[src/rtl/counter_pkg.sv]
// counter_pkg: shared mode constants and parameter legality checks for the
// general-purpose up/down counter family.
package counter_pkg;

  localparam int CNT_WRAP = 0;
  localparam int CNT_SAT  = 1;

  function automatic bit width_legal(input int width);
    return (width >= 1) && (width <= 32);
  endfunction

  // MODULUS may be as large as 2^WIDTH, which needs more than 32 bits when WIDTH=32
  function automatic bit modulus_legal(input int width, input longint unsigned modulus);
    return (modulus >= 64'd2) && (modulus <= (64'd1 << width));
  endfunction

  function automatic bit mode_legal(input int mode);
    return (mode == CNT_WRAP) || (mode == CNT_SAT);
  endfunction

endpackage

[src/rtl/cnt_prescaler.sv]
// cnt_prescaler: enable-strobe generator for mod_updown_counter.
// Only built when COUNTER_PRESCALE_EN is defined; otherwise this file is empty.
`ifdef COUNTER_PRESCALE_EN
module cnt_prescaler #(
  parameter int W = 8
) (
  input  logic         clk,
  input  logic         rst,
  input  logic         restart,
  input  logic         en,
  input  logic [W-1:0] div,
  output logic         strobe
);

  logic [W-1:0] cnt_r;

  // >= rather than == so that lowering div below the current count fires on the next en cycle
  assign strobe = en && (cnt_r >= div);

  // count en cycles, fold back to zero on the strobe or on a counter clear/load
  always_ff @(posedge clk or posedge rst) begin
    if (rst) begin
      cnt_r <= '0;
    end else if (restart) begin
      cnt_r <= '0;
    end else if (en) begin
      cnt_r <= strobe ? '0 : cnt_r + W'(1);
    end
  end

endmodule
`endif

[src/rtl/mod_updown_counter.sv]
// mod_updown_counter: parametrised modulo-N up/down counter with clear, load
// (clamped to MODULUS-1), wrap/saturate mode, combinational terminal count and
// sticky overflow. Defining COUNTER_PRESCALE_EN adds the div port and an
// enable prescaler (cnt_prescaler).
module mod_updown_counter
  import counter_pkg::*;
#(
  parameter int              WIDTH    = 4,
  parameter longint unsigned MODULUS  = 16,
  parameter int              SATURATE = CNT_WRAP
`ifdef COUNTER_PRESCALE_EN
  , parameter int            PRESCALE_W = 8
`endif
) (
  input  logic             clk,
  input  logic             rst,
  input  logic             clr,
  input  logic             load,
  input  logic [WIDTH-1:0] load_val,
  input  logic             en,
  input  logic             up,
`ifdef COUNTER_PRESCALE_EN
  input  logic [PRESCALE_W-1:0] div,
`endif
  output logic [WIDTH-1:0] q,
  output logic             tc,
  output logic             ovf
);

  if (!width_legal(WIDTH)) begin : g_bad_width
    $error("mod_updown_counter: WIDTH=%0d outside 1..32", WIDTH);
  end
  if (!modulus_legal(WIDTH, MODULUS)) begin : g_bad_modulus
    $error("mod_updown_counter: MODULUS=%0d outside 2..2^WIDTH", MODULUS);
  end
  if (!mode_legal(SATURATE)) begin : g_bad_mode
    $error("mod_updown_counter: SATURATE=%0d must be 0 or 1", SATURATE);
  end

  // Count is held one bit wider than q so MODULUS=2^WIDTH compares and clamps exactly;
  // the extra bit is always zero and is pruned by synthesis.
  localparam logic [WIDTH:0] MOD_EXT  = (WIDTH+1)'(MODULUS);
  localparam logic [WIDTH:0] MAX_EXT  = (WIDTH+1)'(MODULUS - 64'd1);
  localparam logic [WIDTH:0] ONE_EXT  = (WIDTH+1)'(1);
  localparam bit             SAT_MODE = (SATURATE == CNT_SAT);

  logic [WIDTH:0] cnt_r;
  logic [WIDTH:0] cnt_nxt;
  logic [WIDTH:0] cnt_inc;
  logic [WIDTH:0] cnt_dec;
  logic [WIDTH:0] load_ext;
  logic [WIDTH:0] load_clamped;
  logic           ovf_r;
  logic           ovf_nxt;
  logic           tick;
  logic           at_max;
  logic           at_zero;

`ifdef COUNTER_PRESCALE_EN
  logic pre_strobe;

  cnt_prescaler #(
    .W (PRESCALE_W)
  ) u_prescaler (
    .clk     (clk),
    .rst     (rst),
    .restart (clr | load),
    .en      (en),
    .div     (div),
    .strobe  (pre_strobe)
  );

  assign tick = pre_strobe;
`else
  assign tick = en;
`endif

  assign load_ext     = {1'b0, load_val};
  assign load_clamped = (load_ext < MOD_EXT) ? load_ext : MAX_EXT;
  assign cnt_inc      = cnt_r + ONE_EXT;
  assign cnt_dec      = cnt_r - ONE_EXT;
  assign at_max       = (cnt_r == MAX_EXT);
  assign at_zero      = (cnt_r == '0);

  // next-state mux: clr > load > tick > hold
  always_comb begin
    cnt_nxt = cnt_r;
    ovf_nxt = ovf_r;
    if (clr) begin
      cnt_nxt = '0;
      ovf_nxt = 1'b0;
    end else if (load) begin
      cnt_nxt = load_clamped;
    end else if (tick) begin
      if (up) begin
        if (at_max) begin
          ovf_nxt = 1'b1;
          cnt_nxt = SAT_MODE ? cnt_r : '0;
        end else begin
          cnt_nxt = cnt_inc;
        end
      end else begin
        if (at_zero) begin
          ovf_nxt = 1'b1;
          cnt_nxt = SAT_MODE ? cnt_r : MAX_EXT;
        end else begin
          cnt_nxt = cnt_dec;
        end
      end
    end
  end

  // count and sticky overflow registers
  always_ff @(posedge clk or posedge rst) begin
    if (rst) begin
      cnt_r <= '0;
      ovf_r <= 1'b0;
    end else begin
      cnt_r <= cnt_nxt;
      ovf_r <= ovf_nxt;
    end
  end

  assign q   = cnt_r[WIDTH-1:0];
  assign ovf = ovf_r;
  assign tc  = tick && ((up && at_max) || (!up && at_zero));

endmodule

[config.mk]
export PLATFORM = sky130hd
export DESIGN_NAME = mod_updown_counter
export DESIGN_NICKNAME = d
export VERILOG_FILES = /design/src/rtl/counter_pkg.sv /design/src/rtl/cnt_prescaler.sv /design/src/rtl/mod_updown_counter.sv
export SDC_FILE = /design/constraint.sdc
export NUM_CORES = 1
export LEC_CHECK = 0
export CAP_MARGIN = 20
export CORE_AREA = 2 2 39 41
export CTS_CLUSTER_SIZE = 30
export DETAILED_ROUTE_END_ITERATION = 8
export DIE_AREA = 0 0 41 43
export PLACE_DENSITY = 0.71
export SLEW_MARGIN = 10
export SYNTH_ARGS = -nofsm -noshare
export SYNTH_HDL_FRONTEND = slang
export SYNTH_HIERARCHICAL = 1
export SYNTH_SLANG_ARGS = --single-unit
[constraint.sdc]
create_clock -name clk -period 2.3 [get_ports clk]
set_input_delay 0.69 -clock clk [delete_from_list [all_inputs] [get_ports clk]]
set_output_delay 0.69 -clock clk [all_outputs]
set_load 0.02 [all_outputs]
==> flow_metrics.tcl <==
set metrics [dict create \
    synth_top_family_by_area "compound AO/OA/AOI/OAI gates" \
    root_buffer "clkbuf_4" \
    final_cell_mix "clkdlybuf4s50_1 (13), buf_4 (12), dfrtp_1 (6)" \
    status "complete, but fails checks" \
    synthToLayoutAreaGrowth_pct 50.5 \
    synth_compound_area_frac 0.255 \
    cap_violations 0 \
    path_max_fanout 2 \
    clock_sinks 6 \
    fin_tns_setup_ps -106 \
    clkTransAtPathRegs_ps 50 \
    wl_per_cell_microns 13.5 \
    post-route-min-period_ps 2410 \
    first_pass_iters 4 \
    final_area_sq_um 761 \
    seq_area_frac_synth 0.297 \
    h-tree-depth 1 \
    arrival_ps 1720 \
    postCtsHoldBufs 0 \
    p_per_area_nw_per_um2 472 \
    yosys.area_share.xor_xnor 0 \
    ys_warn_count 6 \
    grt_pass1_vias 532 \
    std_cell_rows 14 \
    syn_area_sq_um 505 \
    critical_path.startpoint "cnt_r[1]$_DFFE_PP0P_" \
    cts_buffers 3 \
    endpoint_kind "output port" \
    ioPinCount 16 \
    start_util 0.365 \
    synth_area_per_cell_sq_um 8.72 \
    nets 96 \
    dp_slack_ps -892 \
    hold_viol 0 \
    gr-total-overflow 0 \
    grt_max_degree 12 \
    die_x_microns 41 \
    skew_ps 6.49 \
    syn_inst 58 \
    drc 0 \
    violations "setup timing" \
    synth-adder-area-share 0.0495 \
    min_path_type "reg -> reg" \
    holdCritStartpoint "ovf$_DFFE_PP0P_" \
    min_to "ovf$_DFFE_PP0P_" \
    fillers 127 \
    fmax_mhz 416 \
    vias_per_cell 5.55 \
    tritoncts "yes" \
    ys_types 30 \
    rrSetupSlack_ps 640 \
    die_h_microns 43 \
    wl_microns 1330 \
    die_area_sq_um 1760 \
    critical_path.startpoint_type "flop" \
    leakagePower_uw 0.000341 \
    antenna_found_initial 0 \
    num_vias 544 \
    worst_slack_ps -106 \
    diodes 0 \
    drt-initial-drc-count 12 \
    path_class "reg -> out" \
    clock_path_buffers 2 \
    synthMuxAreaShare 0.0223 \
    fin_crit_sh 1.05 \
    holdPathStages 1 \
    synth-simple-area-share 0.235 \
    rr_worst_depth 6 \
    fin_cells 98 \
    numPortBuffers 15 \
    slew_headroom 0.765 \
    insertion_delay_ps 250 \
    drv_slew 0 \
    dp_hpwl_microns 957 \
    r2r-start "cnt_r[1]$_DFFE_PP0P_" \
    synth_seq_cells 6 \
    power.total_uw 359 \
    setup_viol 1 \
    grt_pass1_wl_microns 2230 \
    vdd_drop_max_mv 0.301 \
    tightest_slew_ps 352 \
    synth_nets 70 \
    grt_use_total 0.183 \
    dpl_cell_area_sq_um 708 \
    cp.required_ps 1610 \
    gp_congestion 0.836 \
    dp_cells 93 \
    layout_commonest_cell "clkdlybuf4s50_1" \
    core-area_sq_um 1380 \
    drtAntennaViolNets 0 \
    drive_gt1_frac 0.305 \
    rsz0062_at_grt "yes" \
    r2r-end "cnt_r[4]$_DFFE_PP0P_" \
]
worst max-delay path by stage:
stage                     slack (ps)  cells past startpoint  to
after floorplan                   60                      3  tc
after global placement          -870                      5  tc
after detailed placement        -890                      5  tc
after CTS                       -140                      6  tc
after global routing            -170                      6  tc
final                           -110                      6  tc
power breakdown:
group          internal (uW)  switching [uW]  total, uW
clock network           59.3            42.4        102
registers                113            4.02        117
logic                   74.5            66.1        141
Yosys cell counts (all sizes together):
library cell	instances	area, sq um
a21o	1	7.51
a21oi	5	25.0
a221oi	1	8.76
a31o	1	8.76
and3	2	12.5
buf	5	41.3
clkbuf	1	3.75
dfrtp	6	150
ha	2	25.0
inv	7	26.3
mux2	1	11.3
nand2	1	3.75
nand2b	5	31.3
nand4	2	12.5
nor2	2	7.51
nor3b	1	7.51
nor4	2	12.5
nor4b	1	15.0
o2111ai	1	8.76
o211ai	1	7.51
o21ai	2	10.0
o22ai	1	6.26
o2bb2ai	1	8.76
o311a	1	10.0
o311ai	1	8.76
o31a	1	10.0
o32ai	1	8.76
or3	1	6.26
or4b	1	10.0
metal layers:
layer	wire length [microns]	global-route usage
met1	592	0.255
met2	618	0.272
met3	108	0.0471
met4	7	0.0467
met5	0	0
final cells by class:
class | instances | area (sq um) | share of cell area
Multi-Input combinational cell | 39 | 299 | 0.393
Sequential cell | 6 | 150 | 0.197
Tap cell | 16 | 20.0 | 0.0263
Clock buffer | 3 | 22.5 | 0.0296
Timing Repair Buffer | 27 | 243 | 0.319
Inverter | 7 | 26.3 | 0.0345
logic make-up after synthesis:
kind of cell             Yosys count
flip-flops                         6
adder cells (fa/ha/maj)            2
AO/OA/AOI/OAI                     18
AND/OR/NAND/NOR                   18
buffers and inverters             13
multiplexers                       1
sequential cells by signal (all words and copies together) (netlist names):
name and cells:
cnt_r 5, ovf 1
metrics by stage:
stage | util | hold WS (ps)
after global placement | 0.512 | 475
after floorplan | - | 481
final | 0.550 | 494
after global routing | 0.550 | 521
after detailed placement | 0.512 | 483
after CTS | 0.542 | 495
repair_timing:
item,CTS,global route
setup endpoints to repair,1,1
setup buffers,2,0
pin swaps,4,3
resized for setup,13,2
worst max-delay path: stages, from the launching register on:
cell	delay [ps]
dfrtp_1	380
inv_2	80
ha_4	130
or4b_1	430
a21o_1	220
nor2_2	100
buf_6	120
No activity file was read; power rests on OpenSTA's default activity.
